===== src/rtl/decode_issue_stage_pkg.sv =====
// Shared decode definitions for the ID->EX stage: RV32 opcodes, immediate formats
// and the per-opcode usage table.
package decode_issue_stage_pkg;

  localparam logic [6:0] OP_R      = 7'b0110011;
  localparam logic [6:0] OP_IMM    = 7'b0010011;
  localparam logic [6:0] OP_LOAD   = 7'b0000011;
  localparam logic [6:0] OP_STORE  = 7'b0100011;
  localparam logic [6:0] OP_BRANCH = 7'b1100011;
  localparam logic [6:0] OP_JAL    = 7'b1101111;
  localparam logic [6:0] OP_JALR   = 7'b1100111;
  localparam logic [6:0] OP_LUI    = 7'b0110111;
  localparam logic [6:0] OP_AUIPC  = 7'b0010111;

  typedef enum logic [2:0] {
    FMT_NONE,
    FMT_I,
    FMT_S,
    FMT_B,
    FMT_U,
    FMT_J
  } imm_fmt_e;

  typedef struct packed {
    logic rs1_used;
    logic rs2_used;
    logic writes_rd;
    logic is_load;
  } usage_t;

  function automatic imm_fmt_e imm_fmt_of(input logic [6:0] opcode);
    case (opcode)
      OP_IMM, OP_LOAD, OP_JALR: return FMT_I;
      OP_STORE:                 return FMT_S;
      OP_BRANCH:                return FMT_B;
      OP_LUI, OP_AUIPC:         return FMT_U;
      OP_JAL:                   return FMT_J;
      default:                  return FMT_NONE;
    endcase
  endfunction

  // Unknown opcodes fall to all-zero usage: they issue but never write or forward.
  function automatic usage_t usage_of(input logic [6:0] opcode);
    usage_t u;
    u = '0;
    case (opcode)
      OP_R:      begin u.rs1_used = 1'b1; u.rs2_used = 1'b1; u.writes_rd = 1'b1; end
      OP_IMM:    begin u.rs1_used = 1'b1; u.writes_rd = 1'b1; end
      OP_LOAD:   begin u.rs1_used = 1'b1; u.writes_rd = 1'b1; u.is_load = 1'b1; end
      OP_STORE:  begin u.rs1_used = 1'b1; u.rs2_used = 1'b1; end
      OP_BRANCH: begin u.rs1_used = 1'b1; u.rs2_used = 1'b1; end
      OP_JALR:   begin u.rs1_used = 1'b1; u.writes_rd = 1'b1; end
      OP_JAL, OP_LUI, OP_AUIPC: u.writes_rd = 1'b1;
      default:   u = '0;
    endcase
    return u;
  endfunction

endpackage


===== src/rtl/decode_issue_stage_imm_gen.sv =====
// Combinational immediate generator: picks the I/S/B/U/J layout from the opcode and
// sign-extends the result to XLEN.
module imm_gen
  import decode_issue_stage_pkg::*;
#(
  parameter int XLEN = 32
) (
  input  logic [31:0]     instr,
  output logic [XLEN-1:0] imm
);

  imm_fmt_e    fmt;
  logic [31:0] imm32;

  assign fmt = imm_fmt_of(instr[6:0]);

  always_comb begin
    imm32 = '0;
    case (fmt)
      FMT_I: imm32 = {{20{instr[31]}}, instr[31:20]};
      FMT_S: imm32 = {{20{instr[31]}}, instr[31:25], instr[11:7]};
      FMT_B: imm32 = {{19{instr[31]}}, instr[31], instr[7], instr[30:25], instr[11:8], 1'b0};
      FMT_U: imm32 = {instr[31:12], 12'b0};
      FMT_J: imm32 = {{11{instr[31]}}, instr[31], instr[19:12], instr[20], instr[30:21], 1'b0};
      default: imm32 = '0;
    endcase
  end

  assign imm = XLEN'($signed(imm32));

endmodule


===== src/rtl/decode_issue_stage.sv =====
// ID->EX stage: decode, register read with WB bypass, load-use bubble insertion and
// branch flush, registering the stage1 bundle consumed by forwarding and the ALU.
module decode_issue_stage
  import decode_issue_stage_pkg::*;
#(
  parameter int XLEN        = 32,
  parameter int STALL_CNT_W = 16
) (
  input  logic                   clk,
  input  logic                   reset,
  input  logic                   if_valid,
  input  logic [XLEN-1:0]        if_pc,
  input  logic [31:0]            if_instr,
  output logic [4:0]             rf_rs1_addr,
  output logic [4:0]             rf_rs2_addr,
  input  logic [XLEN-1:0]        rf_rs1_data,
  input  logic [XLEN-1:0]        rf_rs2_data,
  input  logic [4:0]             wb_dest,
  input  logic                   wb_we,
  input  logic [XLEN-1:0]        wb_data,
  input  logic                   flush,
  output logic                   stall_fetch,
  output logic                   valid_stage1,
  output logic [XLEN-1:0]        PC_stage1,
  output logic [31:0]            instr_stage1,
  output logic [4:0]             rs1_stage1,
  output logic [4:0]             rs2_stage1,
  output logic [4:0]             rd_stage1,
  output logic                   write_reg_stage1,
  output logic                   mem_read_stage1,
  output logic [XLEN-1:0]        operand1_stage1,
  output logic [XLEN-1:0]        operand2_stage1,
  output logic [XLEN-1:0]        imm_stage1,
  output logic [STALL_CNT_W-1:0] stall_count
);

  usage_t          use_d;
  logic [4:0]      rs1_d;
  logic [4:0]      rs2_d;
  logic [4:0]      rd_d;
  logic [XLEN-1:0] op1_d;
  logic [XLEN-1:0] op2_d;
  logic [XLEN-1:0] imm_d;
  logic            rs1_hit;
  logic            rs2_hit;
  logic            use_hazard;
  logic            issue;

  function automatic logic [XLEN-1:0] read_operand(input logic [4:0]      addr,
                                                   input logic [XLEN-1:0] rf_data);
    if (addr == 5'd0)                       return '0;
    else if (wb_we && wb_dest == addr)      return wb_data;
    else                                    return rf_data;
  endfunction

  assign rf_rs1_addr = if_instr[19:15];
  assign rf_rs2_addr = if_instr[24:20];

  assign use_d = usage_of(if_instr[6:0]);
  assign rs1_d = use_d.rs1_used ? if_instr[19:15] : 5'd0;
  assign rs2_d = use_d.rs2_used ? if_instr[24:20] : 5'd0;
  assign rd_d  = if_instr[11:7];
  assign op1_d = read_operand(rs1_d, rf_rs1_data);
  assign op2_d = read_operand(rs2_d, rf_rs2_data);

  imm_gen #(.XLEN(XLEN)) u_imm_gen (
    .instr (if_instr),
    .imm   (imm_d)
  );

  // Back-pressure contract: stall_fetch=1 means IF/ID must hold PC and instruction and
  // re-present the same word next cycle; the stage consumes IF/ID exactly on cycles where
  // if_valid=1 and stall_fetch=0 and flush=0. Flush always wins over a stall.
  assign rs1_hit    = use_d.rs1_used && rs1_d == rd_stage1;
  assign rs2_hit    = use_d.rs2_used && rs2_d == rd_stage1;
  assign use_hazard = if_valid && valid_stage1 && mem_read_stage1 &&
                      rd_stage1 != 5'd0 && (rs1_hit || rs2_hit);
  assign stall_fetch = use_hazard && !flush;
  assign issue       = if_valid && !flush && !use_hazard;

  always_ff @(posedge clk or posedge reset) begin
    if (reset) begin
      valid_stage1     <= 1'b0;
      PC_stage1        <= '0;
      instr_stage1     <= '0;
      rs1_stage1       <= '0;
      rs2_stage1       <= '0;
      rd_stage1        <= '0;
      write_reg_stage1 <= 1'b0;
      mem_read_stage1  <= 1'b0;
      operand1_stage1  <= '0;
      operand2_stage1  <= '0;
      imm_stage1       <= '0;
    end else if (!issue) begin
      valid_stage1     <= 1'b0;
      PC_stage1        <= '0;
      instr_stage1     <= '0;
      rs1_stage1       <= '0;
      rs2_stage1       <= '0;
      rd_stage1        <= '0;
      write_reg_stage1 <= 1'b0;
      mem_read_stage1  <= 1'b0;
      operand1_stage1  <= '0;
      operand2_stage1  <= '0;
      imm_stage1       <= '0;
    end else begin
      valid_stage1     <= 1'b1;
      PC_stage1        <= if_pc;
      instr_stage1     <= if_instr;
      rs1_stage1       <= rs1_d;
      rs2_stage1       <= rs2_d;
      rd_stage1        <= rd_d;
      write_reg_stage1 <= use_d.writes_rd && rd_d != 5'd0;
      mem_read_stage1  <= use_d.is_load;
      operand1_stage1  <= op1_d;
      operand2_stage1  <= op2_d;
      imm_stage1       <= imm_d;
    end
  end

  always_ff @(posedge clk or posedge reset) begin
    if (reset)
      stall_count <= '0;
    else if (stall_fetch && stall_count != {STALL_CNT_W{1'b1}})
      stall_count <= stall_count + 1'b1;
  end

endmodule

===== config.mk =====
export PLATFORM = sky130hd
export DESIGN_NAME = decode_issue_stage
export DESIGN_NICKNAME = d
export VERILOG_FILES = /design/src/rtl/decode_issue_stage_pkg.sv /design/src/rtl/decode_issue_stage_imm_gen.sv /design/src/rtl/decode_issue_stage.sv
export SDC_FILE = /design/constraint.sdc
export NUM_CORES = 1
export LEC_CHECK = 0
export BUFFER_PORTS_ARGS = -buffer_cell sky130_fd_sc_hd__buf_2
export CORE_AREA = 4 4 143 145
export CTS_CLUSTER_DIAMETER = 150
export CTS_CLUSTER_SIZE = 40
export DETAILED_ROUTE_END_ITERATION = 8
export DIE_AREA = 0 0 147 149
export GPL_TIMING_DRIVEN = 1
export PLACE_DENSITY = 0.75
export SLEW_MARGIN = 5
export SYNTH_ARGS = -nofsm -noshare
export SYNTH_HDL_FRONTEND = slang
export SYNTH_HIERARCHICAL = 1
export SYNTH_SLANG_ARGS = --single-unit

===== constraint.sdc =====
create_clock -name clk -period 7.27 [get_ports clk]
set_clock_uncertainty 0.1 [all_clocks]
set_input_delay 1.454 -clock clk [delete_from_list [all_inputs] [get_ports clk]]
set_output_delay 1.454 -clock clk [all_outputs]
set_load 0.05 [all_outputs]

==> impl_results.md, run 1 <==
- P_leak: 0.00615 µW
- Synth cell count leaders: dfrtp_1, and3_1, nand4_1, mux2i_1, nor2_1
- Mean post-synth cell area: 11.4 µm²
- Fin Hold WS: 0.395 ns
- First-pass GRT wire length: 40100 µm
- Slew @ Worst Pin: 1.04 ns
- Final hold vios: 0
- Synth Flop Type: dfrtp_1
- H-tree Lvls: 4
- Total global-route track usage: 0.233
- Via count: 7150
- Cell Chain, Critical Path: buf_2 -> nand2b_1 -> a2111oi_4 -> nand4_1 -> a211oi_1 -> buf_2
- Share of cells above drive strength 1: 0.401
- Residual DRC: 0
- Number of max-slew violations in the final report: 0
- Asr flop ratio synth: 1.00
- Full die area: 21900 µm²
- Synthesized net count: 908
- Max-Cap Viols: 0
- Most common cell in the netlist: dfrtp_1
- CP endpoint kind: output pin
- DRT iter0 DRCs: 436
- Seq/Total Area, Yosys: 0.565
- RSZ-0062 raised after global routing: false
- Buf+Inv Stages, Crit Path: 2
- CTS Hold Buffers Added: 0
- Die height: 149 µm
- Cts bufs inserted: 17
- CP max stage cell: a2111oi_4
- Postcts setup bufs: 0
- Syn Std Cell Area: 8370 µm²
- Ports: 375
- Netlist cell types: 56
- Pwr Density: 214 nW/µm²
- Crit start category: input port
- Crit path max-delay family: compound AO/OA/AOI/OAI gates
- Cell taking the most area after synthesis: dfrtp_1
- Critical path type: in2out
- Total gr overflow: 0
- CTS tree: yes
- Number of synthesis warnings: 6
- IO Port Bufs: 374
- Initial Util: 0.436
- Clock sink count: 189
- Final wirelength: 26000 µm
- Final period utilization: 0.765
- WP data required: 5.72 ns
- P&R area growth vs syn: 30.1%
- Period minus WS final: 5.56 ns
- RePlAce Congestion: 0.874
- Nets: 1232
- Hold crit path type: reg2reg
- Site row count: 51
- Per-cell routed wire length: 19.4 µm
- Die Wd: 147 µm
- Clk buf depth: 2
- DP Wirelength: 18400 µm
- Initial antenna violation count: 4
- Cells after Synth: 737
- Setup TNS: 0 ns
- Worst-path maximum fanout: 15
- Synth area leaders: dfrtp_1, and3_1, mux2i_1
- Vias in the first global route: 6982
- Maximum VDD drop: 0.150 mV
- Resize count post-CTS: 0
- Relative slew slack: 0.303
- Most common cell on crit path: buf_2
- Synth Register Bits: 189
- Fmax: 0.180 GHz
- Core box area: 19200 µm²
- Post-synth top area share: 0.565
- CTS root buffer: clkbuf_16
- Crit path DAT: 4.01 ns
- Final setup fails: 0
- Pre-antenna DRT Iters: 5
- Later-pin clock latency in the skew report: 0.43 ns
- Number of flops mapped to enable cells by yosys: 0
- Largest net degree at the start of global routing: 144
- Reg clk slew, reported paths: 0.07 ns
- Antenna-violating nets left: 0
- Via-to-Cell Ratio: 5.34
- Largest stage delay on the critical path: 0.84 ns
- Outcome: finished, final reports clean
sequential cells by signal, summed over array words and instances (netlist names), 4 cells and up:
name	cells
operand2_stage1	32
stall_count	16
imm_stage1	32
instr_stage1	28
rd_stage1	4
PC_stage1	32
operand1_stage1	32
rs2_stage1	5
rs1_stage1	5
layout by cell type (no fill, tap or decap), drive strengths merged, types with 2 or more instances in the layout:
| master | count |
|---|---|
| a2111oi | 4 |
| o2111ai | 2 |
| nand2 | 17 |
| mux2i | 64 |
| nor3b | 2 |
| nand4 | 74 |
| a21oi | 11 |
| xor2 | 12 |
| nand3 | 16 |
| nor3 | 8 |
| nor4 | 3 |
| a21o | 20 |
| nand3b | 3 |
| dfrtp | 189 |
| o21ai | 7 |
| clkinv | 4 |
| o22ai | 2 |
| nor2 | 47 |
| a22oi | 3 |
| a22o | 4 |
| xnor2 | 16 |
| and2 | 10 |
| bufinv | 2 |
| nor2b | 4 |
| buf | 381 |
| inv | 11 |
| or4 | 2 |
| and3 | 114 |
| a211oi | 4 |
| clkbuf | 19 |
| a31oi | 2 |
power breakdown:
| part | internal [µW] | leakage (µW) | switching (µW) |
|---|---|---|---|
| clock network | 542 | 0.000305 | 447 |
| registers | 1070 | 0.00260 | 6.48 |
| logic | 77.9 | 0.00324 | 183 |
cells by family after synthesis:
family / count (synthesis) / share of synthesized area
simple gates: 306 / 0.213
flops: 189 / 0.565
buf+inv: 81 / 0.0503
compound gates: 67 / 0.0624
mux: 65 / 0.0779
xor+xnor: 28 / 0.0293
fa+ha+maj: 1 / 0.00150
metal layers:
metal | wire [µm] | vias to the layer above | GRT usage
met2 | 13100 | 291 | 0.394
met3 | 1760 | 46 | 0.0541
li1 | - | 3294 | -
met5 | 12 | - | 0
met4 | 522 | 2 | 0.0657
met1 | 10600 | 3517 | 0.303
final cells by class:
class	instances	area (µm²)
multi-input combinational	467	3230
clock buffer	19	453
inverter	5	26.3
tap	265	332
timing repair buffer	381	1940
antenna	1	2.50
sequential	189	4730
fill	1676	8320
clock inverter	13	173
metrics by stage:
step / worst slack [ns] / instance area [µm²] / utilization / std cells / power, µW
after global routing: 1.63 / 10900 / 0.567 / 1340 / 2410
after floorplan: 0.574 / 8370 / - / 737 / 1260
after detailed placement: 1.86 / 10300 / 0.534 / 1307 / 1360
after global placement: 2.01 / 10300 / 0.534 / 1307 / 1350
after CTS: 1.86 / 10900 / 0.567 / 1339 / 2340
final: 1.71 / 10900 / 0.567 / 1340 / 2320
path summary, 6_finish.rpt:
check | from | end | slack (ns) | cells past startpoint
setup reg to reg | rd_stage1[0] | operand1_stage1[6] | 3.83 | 6
setup / recovery | if_instr[5] | stall_fetch | 1.71 | 6
hold reg to reg | stall_count[8] | stall_count[8] | 0.39 | 1
hold / removal | stall_count[8] | stall_count[8] | 0.39 | 1
max in group asynchronous | reset | operand2_stage1[4] | 4.67 | 3
min in group asynchronous | reset | PC_stage1[10] | 1.12 | 2
Note: power is estimated with default switching activity, not from simulation.
==> run 2, diff against run 1 <==
==> constraint.sdc (replaced) <==
create_clock -name clk -period 5.5 [get_ports clk]
set_clock_uncertainty 0.1 [all_clocks]
set_input_delay 1.1 -clock clk [delete_from_list [all_inputs] [get_ports clk]]
set_output_delay 1.1 -clock clk [all_outputs]
set_load 0.05 [all_outputs]
==> impl_results.md, run 2 (same netlist as run 1, synthesis figures left out) <==
- WHS Endpoint: stall_count[5]
- DP Cell Count: 1308
- P_leak: 0.00614 µW
- RSZ-0062 raised after global routing: false
- Worst r2r dst: operand1_stage1[16]
- Buf+Inv Stages, Crit Path: 3
- Resize count post-CTS: 0
- Maximum VDD drop: 0.208 mV
- Clock sink count: 189
- Per-cell routed wire length: 19.1 µm
- Fmax: 0.232 GHz
- Critical path type: in2out
- Max-Cap Viols: 0
- Share of cells above drive strength 1: 0.401
- Die Wd: 147 µm
- Number of max-slew violations in the final report: 0
- P&R area growth vs syn: 30.0%
- First-pass GRT wire length: 39400 µm
- CTS Hold Buffers Added: 0
- DP Wirelength: 17900 µm
- Commonest cells after routing, fill and taps aside: buf_2, dfrtp_1, and3_1, nand4_1, mux2i_1
- Reg clk slew, reported paths: 0.07 ns
- Outcome: finished, final reports clean
- Min-Delay Path Depth: 1
- Cell Chain, Critical Path: buf_2 -> nand2b_1 -> a2111oi_4 -> buf_4 -> nand4_1 -> a211oi_1 -> buf_2
- WP data required: 4.30 ns
- Clk buf depth: 2
- Period minus WS final: 4.31 ns
- Core box area: 19200 µm²
- Initial antenna violation count: 1
- Worst hold start: stall_count[5]
- CP max stage cell: a211oi_1
- Total global-route track usage: 0.228
- Ports: 375
- Die height: 149 µm
- Relative slew slack: 0.185
- Leading cell type in the layout, fill and taps excluded: buf_2
- Crit path max-delay family: compound AO/OA/AOI/OAI gates
- R2R depth: 6
- Worst-path maximum fanout: 15
- Full die area: 21900 µm²
- Hold crit path type: reg2reg
- Final period utilization: 0.784
- Pre-antenna DRT Iters: 5
- Initial Util: 0.436
- Largest stage delay on the critical path: 0.49 ns
- Final setup fails: 0
- Worst R2R Setup Slack: 2.11 ns
- CTS tree: yes
- Cts bufs inserted: 17
- Setup TNS: 0 ns
- CP endpoint kind: output pin
- Crit path DAT: 3.11 ns
- Postcts setup bufs: 0
- Antenna-violating nets left: 0
- Nets: 1233
- H-tree Lvls: 4
- Via-to-Cell Ratio: 5.23
- Final hold vios: 0
- RePlAce Congestion: 0.812
- Total gr overflow: 0
- Pwr Density: 278 nW/µm²
- Via count: 7011
- Most common cell on crit path: buf_2
- CTS root buffer: clkbuf_16
- Residual DRC: 0
- Final Non-Filler Cells: 1341
- Site row count: 51
- IO Port Bufs: 374
- Largest net degree at the start of global routing: 190
- Vias in the first global route: 6929
- Final wirelength: 25700 µm
- Fillcell total: 1687
- DRT iter0 DRCs: 479
- Crit start category: input port
- Slew @ Worst Pin: 1.22 ns
- Worst flop-to-flop path startpoint: rd_stage1[0]
- Later-pin clock latency in the skew report: 0.43 ns
[run 2: where the power goes]
part | leakage (µW) | switching (µW) | internal [µW]
combinational | 0.00324 | 243 | 104
clock | 0.000291 | 604 | 654
sequential | 0.00260 | 8.18 | 1410
total | 0.00614 | 855 | 2170
[run 2: how the worst max path moves through the flow]
stage | startpoint | endpoint | cells past startpoint
2_1_floorplan | if_instr[4] | stall_fetch | 5
3_3_place_gp | if_instr[6] | stall_fetch | 7
3_5_place_dp | if_instr[5] | stall_fetch | 7
4_1_cts | if_instr[5] | stall_fetch | 7
5_1_grt | if_instr[5] | stall_fetch | 7
6_report | if_instr[5] | stall_fetch | 7
[run 2: cell type report]
| cell class | instances | area, µm² | share of cell area |
|---|---|---|---|
| clock inverter | 14 | 170 | 0.0156 |
| timing repair buffer | 382 | 1960 | 0.180 |
| clock buffer | 18 | 429 | 0.0395 |
| tap | 265 | 332 | 0.0305 |
| sequential | 189 | 4730 | 0.435 |
| inverter | 5 | 22.5 | 0.00207 |
| antenna | 1 | 2.50 | 0.000230 |
| multi-input combinational | 467 | 3230 | 0.297 |
[run 2: metal layers]
| metal | vias up | track usage | part of all wire |
|---|---|---|---|
| met1 | 3405 | 0.304 | 0.41 |
| met4 | 0 | 0.0801 | 0.020 |
| li1 | 3300 | - | - |
| met3 | 34 | 0.0422 | 0.066 |
| met5 | - | 0 | 0 |
| met2 | 272 | 0.378 | 0.50 |
[run 2: per-stage QoR]
stage | hold WS (ns) | total power, µW | instance area (µm²) | worst slack [ns] | utilization
after CTS | 0.395 | 3050 | 10900 | 1.22 | 0.566
after global placement | 0.370 | 1790 | 10300 | 1.25 | 0.535
after detailed placement | 0.384 | 1790 | 10300 | 1.22 | 0.535
final | 0.392 | 3020 | 10900 | 1.19 | 0.566
after floorplan | 0.696 | 1660 | 8370 | 0.964 | -
after global routing | 0.418 | 3140 | 10900 | 1.02 | 0.566
